File: config.mk
export PLATFORM = sky130hd
export DESIGN_NAME = uart_cmd_sequencer
export DESIGN_NICKNAME = d
export VERILOG_FILES = /design/src/rtl/uart_cmd_pkg.sv /design/src/rtl/uart_cmd_timeout.sv /design/src/rtl/uart_cmd_sequencer.sv
export SDC_FILE = /design/constraint.sdc
export NUM_CORES = 1
export LEC_CHECK = 0
export BUFFER_PORTS_ARGS = -buffer_cell sky130_fd_sc_hd__buf_4
export CAP_MARGIN = 20
export CORE_UTILIZATION = 30
export CTS_CLUSTER_DIAMETER = 30
export CTS_CLUSTER_SIZE = 28
export DETAILED_ROUTE_END_ITERATION = 7
export PLACE_DENSITY = 0.56
export SYNTH_ARGS = -nofsm -noshare
export SYNTH_HDL_FRONTEND = slang
export SYNTH_SLANG_ARGS = --single-unit
File: constraint.sdc
create_clock -name clk -period 2.7 [get_ports clk]
set_input_delay 0.135 -clock clk [delete_from_list [all_inputs] [get_ports clk]]
set_output_delay 0.135 -clock clk [all_outputs]
set_load 0.01 [all_outputs]
File: src/rtl/uart_cmd_pkg.sv
// uart_cmd_pkg
// Shared definitions for the UART command sequencer: opcode bytes, reply
// bytes, the sequencer state encoding and a length-decode helper.
package uart_cmd_pkg;

    // Opcode bytes accepted in IDLE
    localparam logic [7:0] OP_LOAD = 8'h4C;   // 'L'
    localparam logic [7:0] OP_DUMP = 8'h44;   // 'D'
    localparam logic [7:0] OP_RUN  = 8'h52;   // 'R'
    localparam logic [7:0] OP_HALT = 8'h48;   // 'H'

    // Reply bytes
    localparam logic [7:0] RSP_ACK = 8'h06;
    localparam logic [7:0] RSP_NAK = 8'h15;

    typedef enum logic [3:0] {
        IDLE,
        GET_ADDR,
        GET_LEN,
        LOAD,
        DUMP_RD,
        DUMP_TX,
        DUMP_WAIT,
        SEND_RSP,
        WAIT_RSP
    } state_t;

    // A length byte of zero stands for a full 256-byte transfer.
    function automatic logic [8:0] len_from_byte(input logic [7:0] b);
        return (b == 8'h00) ? 9'd256 : {1'b0, b};
    endfunction

endpackage

File: src/rtl/uart_cmd_timeout.sv
// uart_cmd_timeout
// Idle-cycle watchdog for the command sequencer. Counts enabled cycles and
// flags expiry on the TIMEOUT_CYCLES-th cycle without a clear.
// Ports:
//   clk, rst_n   clock, asynchronous active-low reset
//   en_i         count while high; counter is held at zero while low
//   clear_i      restart the count (a byte arrived)
//   expired_o    high in the cycle the limit is reached
module uart_cmd_timeout #(
    parameter int TIMEOUT_CYCLES = 2**20
) (
    input  logic clk,
    input  logic rst_n,
    input  logic en_i,
    input  logic clear_i,
    output logic expired_o
);

    localparam int CW = $clog2(TIMEOUT_CYCLES + 1);

    logic [CW-1:0] cnt_q;

    // cnt_q holds the number of idle cycles already elapsed, so the limit is
    // reached while it reads TIMEOUT_CYCLES-1.
    assign expired_o = en_i && !clear_i && (cnt_q == CW'(TIMEOUT_CYCLES - 1));

    always_ff @(posedge clk or negedge rst_n) begin
        if (!rst_n) begin
            cnt_q <= '0;
        end else if (!en_i || clear_i || expired_o) begin
            cnt_q <= '0;
        end else begin
            cnt_q <= cnt_q + CW'(1);
        end
    end

endmodule

File: src/rtl/uart_cmd_sequencer.sv
// uart_cmd_sequencer
// Command-driven host controller for the UART debug path. Decodes opcode
// bytes from the receiver and sequences I-memory byte loads, D-memory byte
// dumps to the transmitter, and CPU run/halt, replying ACK/NAK as needed.
// Optional feature macro: UART_CMD_TIMEOUT_EN (argument/data idle timeout).
// Ports:
//   clk, rst_n            clock, asynchronous active-low reset
//   rx_ready, rx_data     received byte strobe and byte
//   tx_empty, tx_error    transmitter idle / protocol error
//   tx_req, tx_data       transmit request pulse and registered byte
//   dmem_byte             D-memory read data (cycle after dmem_rd_en)
//   cpu_rst               CPU held in reset when high
//   imem_ctrl/wr_en/addr  I-memory ownership, write strobe, byte address
//   dmem_ctrl/rd_en/addr  D-memory ownership, read strobe, byte address
//   busy, err_flag        not-IDLE indicator, sticky error flag
module uart_cmd_sequencer
    import uart_cmd_pkg::*;
#(
    parameter int IMEM_BYTE_ADDR_WIDTH = 6,
    parameter int DMEM_BYTE_ADDR_WIDTH = 6,
    parameter int TIMEOUT_CYCLES       = 2**20
) (
    input  logic                            clk,
    input  logic                            rst_n,
    input  logic                            rx_ready,
    input  logic [7:0]                      rx_data,
    input  logic                            tx_empty,
    input  logic                            tx_error,
    output logic                            tx_req,
    output logic [7:0]                      tx_data,
    input  logic [7:0]                      dmem_byte,
    output logic                            cpu_rst,
    output logic                            imem_ctrl,
    output logic                            imem_wr_en,
    output logic [IMEM_BYTE_ADDR_WIDTH-1:0] imem_addr,
    output logic                            dmem_ctrl,
    output logic                            dmem_rd_en,
    output logic [DMEM_BYTE_ADDR_WIDTH-1:0] dmem_addr,
    output logic                            busy,
    output logic                            err_flag
);

    localparam int IW = IMEM_BYTE_ADDR_WIDTH;
    localparam int DW = DMEM_BYTE_ADDR_WIDTH;

    state_t          state_q;
    logic            is_load_q;     // current transfer is 'L' (else 'D')
    logic [8:0]      count_q;       // bytes remaining, 1..256
    logic [1:0]      guard_q;       // cycles of tx_empty still to ignore
    logic [7:0]      rsp_q;         // pending reply byte
    logic            tx_req_q;
    logic [7:0]      tx_data_q;
    logic            cpu_rst_q;
    logic            imem_ctrl_q;
    logic            imem_wr_en_q;
    logic [IW-1:0]   imem_addr_q;
    logic            dmem_ctrl_q;
    logic            dmem_rd_en_q;
    logic [DW-1:0]   dmem_addr_q;
    logic            err_q;
    logic            timeout_hit;

`ifdef UART_CMD_TIMEOUT_EN
    logic timeout_en;
    assign timeout_en = (state_q == GET_ADDR) || (state_q == GET_LEN) || (state_q == LOAD);

    uart_cmd_timeout #(
        .TIMEOUT_CYCLES (TIMEOUT_CYCLES)
    ) u_timeout (
        .clk       (clk),
        .rst_n     (rst_n),
        .en_i      (timeout_en),
        .clear_i   (rx_ready),
        .expired_o (timeout_hit)
    );
`else
    logic timeout_unused;
    assign timeout_unused = (TIMEOUT_CYCLES == 0);
    assign timeout_hit    = 1'b0;
`endif

    always_ff @(posedge clk or negedge rst_n) begin
        if (!rst_n) begin
            state_q      <= IDLE;
            is_load_q    <= 1'b0;
            count_q      <= '0;
            guard_q      <= '0;
            rsp_q        <= '0;
            tx_req_q     <= 1'b0;
            tx_data_q    <= '0;
            cpu_rst_q    <= 1'b1;
            imem_ctrl_q  <= 1'b0;
            imem_wr_en_q <= 1'b0;
            imem_addr_q  <= '0;
            dmem_ctrl_q  <= 1'b0;
            dmem_rd_en_q <= 1'b0;
            dmem_addr_q  <= '0;
            err_q        <= 1'b0;
        end else begin
            // Strobes are single-cycle unless re-armed below.
            tx_req_q     <= 1'b0;
            imem_wr_en_q <= 1'b0;
            dmem_rd_en_q <= 1'b0;

            // The address advances in the cycle after the write it served,
            // so imem_addr is correct while imem_wr_en is high.
            if (imem_wr_en_q) begin
                imem_addr_q <= imem_addr_q + IW'(1);
            end
            if (guard_q != 2'd0) begin
                guard_q <= guard_q - 2'd1;
            end

            if (tx_error) begin
                state_q     <= IDLE;
                err_q       <= 1'b1;
                imem_ctrl_q <= 1'b0;
                dmem_ctrl_q <= 1'b0;
            end else if (timeout_hit) begin
                rsp_q       <= RSP_NAK;
                err_q       <= 1'b1;
                imem_ctrl_q <= 1'b0;
                dmem_ctrl_q <= 1'b0;
                state_q     <= SEND_RSP;
            end else begin
                case (state_q)
                    IDLE: begin
                        if (rx_ready) begin
                            state_q <= SEND_RSP;
                            if (rx_data == OP_RUN) begin
                                cpu_rst_q <= 1'b0;
                                err_q     <= 1'b0;
                                rsp_q     <= RSP_ACK;
                            end else if (rx_data == OP_HALT) begin
                                cpu_rst_q <= 1'b1;
                                err_q     <= 1'b0;
                                rsp_q     <= RSP_ACK;
                            end else if ((rx_data == OP_LOAD || rx_data == OP_DUMP) && cpu_rst_q) begin
                                err_q       <= 1'b0;
                                is_load_q   <= (rx_data == OP_LOAD);
                                imem_ctrl_q <= (rx_data == OP_LOAD);
                                dmem_ctrl_q <= (rx_data == OP_DUMP);
                                state_q     <= GET_ADDR;
                            end else begin
                                // Unknown opcode, or memory access while the CPU runs.
                                err_q <= 1'b1;
                                rsp_q <= RSP_NAK;
                            end
                        end
                    end
                    GET_ADDR: begin
                        if (rx_ready) begin
                            if (is_load_q) begin
                                imem_addr_q <= IW'(rx_data);
                            end else begin
                                dmem_addr_q <= DW'(rx_data);
                            end
                            state_q <= GET_LEN;
                        end
                    end
                    GET_LEN: begin
                        if (rx_ready) begin
                            count_q <= len_from_byte(rx_data);
                            if (is_load_q) begin
                                state_q <= LOAD;
                            end else begin
                                dmem_rd_en_q <= 1'b1;
                                state_q      <= DUMP_RD;
                            end
                        end
                    end
                    LOAD: begin
                        if (rx_ready) begin
                            imem_wr_en_q <= 1'b1;
                            count_q      <= count_q - 9'd1;
                            if (count_q == 9'd1) begin
                                rsp_q   <= RSP_ACK;
                                state_q <= SEND_RSP;
                            end
                        end
                    end
                    DUMP_RD: begin
                        // dmem_rd_en is high during this state; data follows.
                        state_q <= DUMP_TX;
                    end
                    DUMP_TX: begin
                        if (tx_empty) begin
                            tx_data_q <= dmem_byte;
                            tx_req_q  <= 1'b1;
                            guard_q   <= 2'd2;
                            state_q   <= DUMP_WAIT;
                        end
                    end
                    DUMP_WAIT: begin
                        // Skip the tx_req cycle and the one after, before the
                        // transmitter has had a chance to drop tx_empty.
                        if (guard_q == 2'd0 && tx_empty) begin
                            dmem_addr_q <= dmem_addr_q + DW'(1);
                            count_q     <= count_q - 9'd1;
                            if (count_q == 9'd1) begin
                                dmem_ctrl_q <= 1'b0;
                                state_q     <= IDLE;
                            end else begin
                                dmem_rd_en_q <= 1'b1;
                                state_q      <= DUMP_RD;
                            end
                        end
                    end
                    SEND_RSP: begin
                        if (tx_empty) begin
                            tx_data_q <= rsp_q;
                            tx_req_q  <= 1'b1;
                            guard_q   <= 2'd2;
                            state_q   <= WAIT_RSP;
                        end
                    end
                    WAIT_RSP: begin
                        if (guard_q == 2'd0 && tx_empty) begin
                            imem_ctrl_q <= 1'b0;
                            dmem_ctrl_q <= 1'b0;
                            state_q     <= IDLE;
                        end
                    end
                    default: state_q <= IDLE;
                endcase
            end
        end
    end

    assign tx_req     = tx_req_q;
    assign tx_data    = tx_data_q;
    assign cpu_rst    = cpu_rst_q;
    assign imem_ctrl  = imem_ctrl_q;
    assign imem_wr_en = imem_wr_en_q;
    assign imem_addr  = imem_addr_q;
    assign dmem_ctrl  = dmem_ctrl_q;
    assign dmem_rd_en = dmem_rd_en_q;
    assign dmem_addr  = dmem_addr_q;
    assign busy       = (state_q != IDLE);
    assign err_flag   = err_q;

endmodule

**Word level (Yosys, flattened, before mapping)**

Index checks and enable logic that the tools add are counted.

- Reduce and logical (&&, ||, !) cells: 28
- Bitwise gates (word level): 3
- Multiplexer cells: 79
- Add/subtract/negate cells: 4
- Equality and inequality tests: 36

Operators by type and width:

| operator | number |
|---|---|
| two-way mux 8 bit | 8 |
| two-way mux 6 bit | 8 |
| two-way mux 4 bit | 10 |
| != test 3 bit, second input constant | 13 |
| two-way mux 9 bit | 4 |
| case mux 4 bit (9 select lines) | 1 |
| == test 8 x 7 -> 1 bit, second input constant | 4 |
| two-way mux 1 bit | 32 |
| case mux 8 bit (2 select lines) | 2 |
| case mux 9 bit (3 select lines) | 1 |
| != test 2 bit, second input constant | 9 |
| AND reduction 6 bit | 3 |
| == test 4 x 3 -> 1 bit, second input constant | 4 |
| two-way mux 3 bit | 5 |
| nonzero test 2 bit | 7 |
| adder 6 x 1 -> 6 bit, second input constant | 2 |
| case mux 6 bit (2 select lines) | 1 |
| AND reduction 5 bit | 2 |
| == test 9 x 1 -> 1 bit, second input constant | 1 |
| AND reduction 9 bit | 1 |
| subtractor 9 x 1 -> 9 bit, second input constant | 1 |
| == test 4 x 2 -> 1 bit, second input constant | 2 |
| zero test 8 bit | 1 |
| two-way mux 2 bit | 4 |
| other kinds (17) | 24 |

- Register bits: 51
- Output and inout bits: 28

**Logic depth before layout (Yosys ltp)**

Gate-level depths: netlist of run 1.

- Word-level depth: 9
- Depth in mapped cells: 7
- Mapped depth without buffers: 7

**Worst setup path after synthesis of run 1**

Ideal clock, no wire load.

- Kind: reg2reg
- From: register count_q[1]
- To: register state_q[1]
- Stages on the path, launching flop included: 8
- Arrival: 1.750 ns
- Clock period less this slack: 1.878 ns
- Library setup time: 0.128 ns
- Data required time: 2.572 ns
- Setup slack: 0.822 ns
- Path through: dfrtp_1 inv_1 ha_1 nor2b_1 nand4_1 a311o_1 nor2_1 mux2_1

- Cells in the longest elaborated chain, start to end: 3

RTL lines:

| what | RTL line | source |
|---|---|---|
| start: declaration | uart_cmd_sequencer.sv:48 | `logic [8:0] count_q;` |
| start signal: assignment | uart_cmd_sequencer.sv:163 | `count_q <= len_from_byte(rx_data);` |
| start signal: assignment | uart_cmd_sequencer.sv:175 | `count_q <= count_q - 9'd1;` |
| start signal: assignment | uart_cmd_sequencer.sv:199 | `count_q <= count_q - 9'd1;` |
| == test 9 x 1 -> 1 bit | uart_cmd_sequencer.sv:176 | `if (count_q == 9'd1) begin` |
| != test 3 bit (no line) | n/a |  |
| AND reduction 9 bit (no line) | n/a |  |
| end signal: assignment | uart_cmd_sequencer.sv:178 | `state_q <= SEND_RSP;` |
| end signal: assignment | uart_cmd_sequencer.sv:184 | `state_q <= DUMP_TX;` |
| end signal: assignment | uart_cmd_sequencer.sv:191 | `state_q <= DUMP_WAIT;` |
| end: declaration | uart_cmd_sequencer.sv:46 | `state_t state_q;` |

Every way passes these cells.
A chain may end at the register's enable or synchronous reset.

**Final worst setup path of run 1**

Same ends and word-level chain as after synthesis.

==> results of run 1 <==
## per-layer routing
layer | track usage | up-vias | part of all wire
met5 | 0 | - | 0
met4 | 0.04602 | 0 | 0.0086
met3 | 0.03002 | 6 | 0.040
met2 | 0.2399 | 53 | 0.45
met1 | 0.2154 | 1118 | 0.50
li1 | - | 1186 | -
## stage by stage
step | instance area, µm² | utilization | power [µW]
after floorplan | 2645 | - | 1934
after global placement | 3089 | 0.3686 | 2376
after detailed placement | 3089 | 0.3686 | 2389
after CTS | 3189 | 0.3805 | 2837
after global routing | 3189 | 0.3805 | 3052
final | 3189 | 0.3805 | 2821
## cell type report
cell class | count | area, µm² | area share
clock buffer | 5 | 68.82 | 0.02158
clock inverter | 3 | 21.27 | 0.006669
inverter | 13 | 48.80 | 0.01530
multi-input combinational | 231 | 1374 | 0.4308
sequential | 46 | 1152 | 0.3613
tap | 105 | 131.4 | 0.04119
timing repair buffer | 52 | 392.9 | 0.1232
## flip-flops by register name, indices dropped and copies added, names as in the netlist
name and cells:
dmem_addr 6, count_q 9, state_q 4, is_load_q 1
err_flag 1, rsp_q 3, guard_q 2, imem_wr_en 1
imem_addr 6, tx_data 8, dmem_ctrl 1, dmem_rd_en 1
imem_ctrl 1, cpu_rst 1, tx_req 1
## critical path: cells and delay by family (launching register included)
| family | cells | cell delay (ns) |
|---|---|---|
| AOI/OAI and AO/OA | 1 | 0.51 |
| adders and majority gates | 1 | 0.14 |
| buffers and inverters | 1 | 0.09 |
| DFF | 1 | 0.39 |
| muxes | 1 | 0.34 |
| and+or+nand+nor | 3 | 0.56 |
## layout by cell type (no fill, tap or decap), drive strengths merged, types with 3 or more instances in the layout
cell type	synthesis	routed
buf	8	51
dfrtp	45	45
nor2	33	33
nand2	32	32
o21ai	30	30
a21oi	25	25
nand3	20	20
inv	13	13
nor3	6	6
nor2b	5	5
clkbuf	7	5
nor4	5	5
nand4	4	4
xor2	4	4
mux2i	4	4
a31oi	4	4
a21o	4	4
ha	4	4
nor3b	4	4
or2	3	3
a2bb2oi	3	3
## synthesized netlist by cell type (2+ instances only)
master     number  area (µm²)
or2_2           3       18.77
nor2_1         32       120.1
nor3_1          6       30.03
a31oi_1         4       25.02
dfrtp_1        45        1126
buf_4           2       15.01
o2bb2ai_1       2       17.52
o21ai_0        27       135.1
a21o_1          4       30.03
a22oi_1         2       15.01
nand3_1        20       100.1
mux2i_1         4       40.04
nor2b_1         5       31.28
o21ai_1         2       10.01
nand2_1        32       120.1
xor2_1          4       35.03
o22a_1          2       17.52
nor4_1          4       25.02
buf_2           5       25.02
a21oi_1        25       125.1
o211ai_1        2       15.01
nor3b_2         3       37.54
inv_1          12       45.04
and3_1          2       12.51
mux2_1          2       22.52
a2bb2oi_1       3       26.28
ha_1            4       50.05
nand3b_1        2       15.01
nand4_1         4       25.02
a41oi_1         2       17.52
o22ai_1         2       12.51
clkbuf_1        7       26.28
xnor2_1         2       17.52
## final timing paths
| kind | to | from | slack (ns) | cells past startpoint |
|---|---|---|---|---|
| min | tx_data[3]$_DFFE_PN0P_ | dmem_byte[3] | 0.07 | 3 |
| max in group asynchronous | dmem_addr[1]$_DFFE_PN0P_ | rst_n | 1.91 | 2 |
| min in group asynchronous | imem_addr[3]$_DFF_PN0_ | rst_n | 0.36 | 2 |
| max | state_q[1]$_DFFE_PN0P_ | count_q[1]$_DFFE_PN0P_ | 0.56 | 7 |
| min reg2reg | guard_q[0]$_DFF_PN0_ | guard_q[0]$_DFF_PN0_ | 0.48 | 1 |
| max reg2reg | state_q[1]$_DFFE_PN0P_ | count_q[1]$_DFFE_PN0P_ | 0.56 | 7 |
## power groups by stage
stage	Combinational, µW	Clock [µW]	Sequential [µW]
after floorplan	753	0	1180
after global placement	1170	0	1200
after detailed placement	1180	0	1210
after CTS	1190	455	1190
after global routing	1330	487	1240
final	1180	443	1200
## cells by family (layout without fill, tap and decap cells)
group	after synthesis	count (layout)	synth area share
flip-flops	46	46	0.4357
AND/OR/NAND/NOR	128	128	0.2545
buffers and inverters	28	73	0.04493
multiplexers	6	6	0.02365
AO/OA/AOI/OAI	87	87	0.2025
XOR/XNOR	6	6	0.01987
adder cells (fa/ha/maj)	4	4	0.01892
## what timing repair did
action | in CTS | in global routing
endpoints found under the hold margin | 45 | 0
setup endpoints to repair | 0 | 0
hold buffers | 1 | 0
==> impl_summary.txt, run 1 <==
----------------------------------------------------
[Worst setup path]
  Critical Path Source Type ... flop
  Worst-path cell chain ... inv_1, ha_1, nor2b_1, nand4_1, a311o_1, nor2_1, mux2_1
  Sort of element at the end of the critical path ... flop
  Largest stage delay on the critical path ... between 0.5 and 0.6 ns
  Highest-delay cell along the critical path ... a311o_1
  Category of the critical setup timing path ... reg2reg
  Required time at the endpoint of the critical path ... between 2 and 3 ns
  Critical path peak fanout ... 5
  WP data arrival ... 2.33 ns

[CTS]
  Clock tree from TritonCTS ... done
  Largest buffer count on any clock path ... 2
  Clock-pin transition on the worst setup and hold timing paths ... 0.09 ns
  Root buffer selected by CTS ... clkbuf_8
  Insertion delay of the later-clocked pin in the worst-skew pair ... approximately 0.3 ns
  Count of clock tree sinks ... 46
  H-tree lvl count ... 2
  Post CTS Setup Buffer Count ... 0
  Total clock buffers created by CTS ... 5
  Number of gates resized after cts ... 0

[Logic synthesis]
  Syn avg cell area ... between 8 and 9 µm²
  Main flop type after synthesis ... dfrtp_1
  Async set-reset flop share out of synthesis ... 1.000
  Post-synth EDFFs ... 0
  Count of different cell masters after synthesis ... 61
  Synth Register Bits ... 46
  Post-synth design cell area ... roughly 2600 µm²
  Synth Instances ... approximately 300
  Synthesized Nets ... between 300 and 400
  Warnings from Yosys ... 0
  Seq/Total Area, Yosys ... 0.4357

[Timing]
  WHS ... 0.06561 ns
  Tightest Pin Transition ... 0.6083 ns
  Minimum period implied by the final worst setup slack ... about 2.1 ns
  Pins over their slew limit ... 0
  Max transition margin ... 0.5944
  Fmax achieved ... between 400 and 500 MHz
  Clock skew after layout ... 0.007957 ns
  Unrepaired setup endpoints after global routing ... no
  Final Hold Viols ... 0
  Total Neg Setup Slack ... 0 ns
  # setup viols final ... 0
  Worst Setup Slack, final ... 0.5630 ns
  Crit share post-route ... 0.7915

[Power and ir drop]
  Power Internal ... 1671 µW
  Sw power ... about 1200 µW
  Switch share ... 0.4078
  Peak supply drop ... approximately 460 µV
  Power density over the cells ... about 880 nW/µm²
  Static power due to leakage ... around 0.0014 µW
  Part of the power in registers ... 0.424
  Clock network power share ... 0.157
  Fraction of power consumed by combinational cells ... 0.419

[Outcome]
  Run status ... complete, no violations

[Hold path]
  Hold/Removal Path Class ... in2reg

[Placement]
  Placer congestion estimate ... about 0.84
  Sum of net half-perimeters after detailed placement ... ~4800 µm
  Number of placed cells counting well taps ... 446
  Port buffer count ... 48
  Worst Setup Slack post-DPL ... ~0.58 ns

[Drt]
  DR vias ... around 2,400
  Post-route antenna net violation count ... 0
  Wirelength per Cell ... between 10 and 15 µm
  Ratio of routed vias to standard cells ... just over 5
  Final WL ... 6663 µm
  Residual DRC ... 0
  DR iter-0 viols ... between 150 and 200
  First-pass DRT Iterations ... 4

[GRT]
  Wire length of the first global-routing pass ... about 11,000 µm
  Antenna violations before repair ... 0
  Largest net degree at the start of global routing ... 47
  Aggregate global-route resource usage ... 0.1540
  Vias in the first global route ... 2,199
  Residual overflow from global routing ... 0

[Floorplanning]
  Die Height ... 95.90 µm
  Starting Density ... 0.3156
  Number of placed I/O pins ... between 40 and 50
  Die extent in x ... 95.90 µm
  Core region area ... ~8400 µm²
  Number of placement rows ... 33
  Area of the die ... 9196 µm²

[Finish]
  # fillers ... 854
  Area growth, synth to finish ... 20.58%
  Final-stage net count ... approximately 370
  Share of post-route cells with drive strength above 1 ... 0.2086
  Count of placed standard cells in the final layout, fillers left out ... roughly 460
  Diode count ... 0

[Run]
  Number of maximum-capacitance violations ... 0

----------------------------------------------------
No activity file was read; power rests on OpenSTA's default activity.
==> run 2, diff against run 1 <==
PLACE_DENSITY = 0.58   (was 0.56)
clock period = 1.75 ns   (was 2.7 ns; I/O delays follow)
==> run 2 against run 1 <==
  * Non-clock buffer count rose by 45
  * Highest routed layer unchanged
  * The run now ends with negative setup slack left
  * Fmax rose by 16%
  * Largest power group is now combinational cells
  * Largest cell class unchanged
  * Global-route usage is 1.5 points higher
  * Hold slack worse by 0.041 ns
==> impl_summary.txt, run 2 (synthesis gave the netlist of run 1 again) <==
----------------------------------------------------
[Timing]
  Max transition margin ... 0.6020 (+0.007549)
  Crit share post-route ... 1.055 (+0.2634)
  Fmax achieved ... 541.7 MHz (+16%)
  Tightest Pin Transition ... 0.5970 ns (-0.01132 ns)
  WHS ... 0.02426 ns (-0.04135 ns)
  # setup viols final ... 5 (+5)
  Final Hold Viols ... 0 (unchanged)
  Worst Setup Slack, final ... -0.09598 ns (-0.6590 ns)
  Pins over their slew limit ... 0 (unchanged)
  Unrepaired setup endpoints after global routing ... yes
  Minimum period implied by the final worst setup slack ... 1.846 ns (-0.2910 ns)
  Clock skew after layout ... 0.01131 ns (+0.003355 ns)

[CTS]
  Count of clock tree sinks ... 46 (unchanged)
  Root buffer selected by CTS ... clkbuf_8
  H-tree lvl count ... 2 (unchanged)
  Clock-pin transition on the worst setup and hold timing paths ... 0.09 ns (about the same)
  Largest buffer count on any clock path ... 2 (unchanged)
  Clock tree from TritonCTS ... done
  Insertion delay of the later-clocked pin in the worst-skew pair ... 0.31 ns (about the same)
  Total clock buffers created by CTS ... 5 (unchanged)

[Drt]
  Final WL ... 7316 µm (+9.8%)
  First-pass DRT Iterations ... 4 (unchanged)
  Post-route antenna net violation count ... 0 (unchanged)
  DR vias ... 2,551 (+8.0%)
  DR iter-0 viols ... 118 (-28%)
  Residual DRC ... 0 (unchanged)
  Wirelength per Cell ... 14.63 µm (about the same)
  Ratio of routed vias to standard cells ... 5.102 (-1.8%)

[Placement]
  Placed inst area ... 3425 µm² (+11%)
  Number of placed cells counting well taps ... 489 (+9.6%)
  Placer congestion estimate ... 0.9479 (+12%)
  Worst Setup Slack post-DPL ... -0.04746 ns (-0.6227 ns)
  Sum of net half-perimeters after detailed placement ... 5330 µm (+12%)
  Port buffer count ... 48 (unchanged)

[Floorplanning]
  Number of placed I/O pins ... 49 (unchanged)
  Area of the die ... 9196 µm² (unchanged)
  Die Height ... 95.90 µm (unchanged)
  Number of placement rows ... 33 (unchanged)
  Die extent in x ... 95.90 µm (unchanged)
  Starting Density ... 0.3156 (unchanged)
  Core region area ... 8382 µm² (unchanged)

[Power and ir drop]
  Power density over the cells ... 1369 nW/µm² (+55%)
  Static power due to leakage ... 0.001665 µW (+18%)
  Peak supply drop ... 686.2 µV (+48%)

[GRT]
  Wire length of the first global-routing pass ... 11,900 µm (+9.5%)
  Aggregate global-route resource usage ... 0.1688 (+0.01479)
  Vias in the first global route ... 2,514 (+14%)
  Largest net degree at the start of global routing ... 47 (unchanged)
  Residual overflow from global routing ... 0 (unchanged)
  Antenna violations before repair ... 0 (unchanged)

[Finish]
  Most common library cell in the layout ignoring fill and taps ... buf_4
  Final instance area ... 3712 µm² (+16%)
  Count of placed standard cells in the final layout, fillers left out ... 500 (+9.9%)
  Register with the most flip-flops ... count_q
  Area growth, synth to finish ... 40.35%
  # fillers ... 821 (-3.9%)
  Most used cells in the layout excluding fill and tap cells ... 92 x buf_4, 45 x dfrtp_1, 30 x nor2_1, 30 x nand2_1
  Share of post-route cells with drive strength above 1 ... 0.3570 (+0.1484)
  Final-stage net count ... 419 (+12%)
  Diode count ... 0 (unchanged)
  Max FFs per register ... 9 (unchanged)

[Outcome]
  Violated checks ... negative setup slack
  Run status ... complete, but fails checks

[Hold path]
  Hold/Removal Path Class ... in2reg

[Worst setup path]
  WP data arrival ... 2.08 ns (-0.25 ns)
  Required time at the endpoint of the critical path ... 1.98 ns (-0.91 ns)
  Critical path peak fanout ... 3 (-2)
  Sort of element at the end of the critical path ... flop
  Critical Path Source Type ... flop
  Category of the critical setup timing path ... reg2reg
  Reg-to-reg setup timing slack ... -0.1 ns (-0.66 ns)

[Run]
  Number of maximum-capacitance violations ... 0 (unchanged)

----------------------------------------------------
[run 2: final cells by class]
type | instances | area (µm²) | area share
repair buffers | 97 | 754.5 | 0.2032
clock buffers | 5 | 68.82 | 0.01854
inverters | 13 | 48.80 | 0.01314
clock inverters | 3 | 21.27 | 0.005730
well taps | 105 | 131.4 | 0.03539
multi-input cells | 231 | 1535 | 0.4135
flip-flops and latches | 46 | 1152 | 0.3104
[run 2: metal layers]
| layer | track usage | share of wire | up-vias | wire length, µm |
|---|---|---|---|---|
| li1 | - | - | 1270 | - |
| met1 | 0.2223 | 0.47 | 1213 | 3424 |
| met2 | 0.2875 | 0.48 | 64 | 3508 |
| met3 | 0.03081 | 0.046 | 4 | 339 |
| met4 | 0.03731 | 0.0060 | 0 | 44 |
| met5 | 0 | 0 | - | 0 |
[run 2: metrics by stage]
stage	power [µW]	utilization	TNS (ns)
final	5081	0.4429	-0.2911
after global routing	5470	0.4429	-0.7502
after CTS	4873	0.4271	-0.08393
after detailed placement	4120	0.4086	-0.08649
after global placement	4079	0.4086	-0.02501
after floorplan	2986	-	-0.01171
[run 2: path summary, 6_finish.rpt]
| kind | startpoint | end | cells past startpoint |
|---|---|---|---|
| min | dmem_byte[5] | tx_data[5]$_DFFE_PN0P_ | 3 |
| max in group asynchronous | rst_n | state_q[1]$_DFFE_PN0P_ | 2 |
| min reg2reg | rsp_q[2]$_DFFE_PN0P_ | rsp_q[2]$_DFFE_PN0P_ | 1 |
| max | state_q[0]$_DFFE_PN0P_ | imem_ctrl$_DFFE_PN0P_ | 5 |
| min in group asynchronous | rst_n | tx_data[4]$_DFFE_PN0P_ | 2 |
| max reg2reg | state_q[0]$_DFFE_PN0P_ | imem_ctrl$_DFFE_PN0P_ | 5 |
[run 2: critical path: stages (launching register included)]
cell and delay [ns]:
dfrtp_1 0.40, or4b_4 0.56, or3_4 0.39, o311a_4 0.15
o21ai_4 0.08, mux2i_1 0.19
[run 2: repair_timing]
action	4_1_cts	5_1_grt
endpoints found under the setup margin	10	26
setup buffers	1	1
hold endpoints to repair	45	0
pin swaps	0	12
hold buffers	1	0
gates cloned	0	0
gates resized for setup	7	30
[run 2: where the power goes]
group | internal (µW) | switching, µW
Clock | 281 | 393
Combinational | 1350 | 1310
Sequential | 1430 | 312
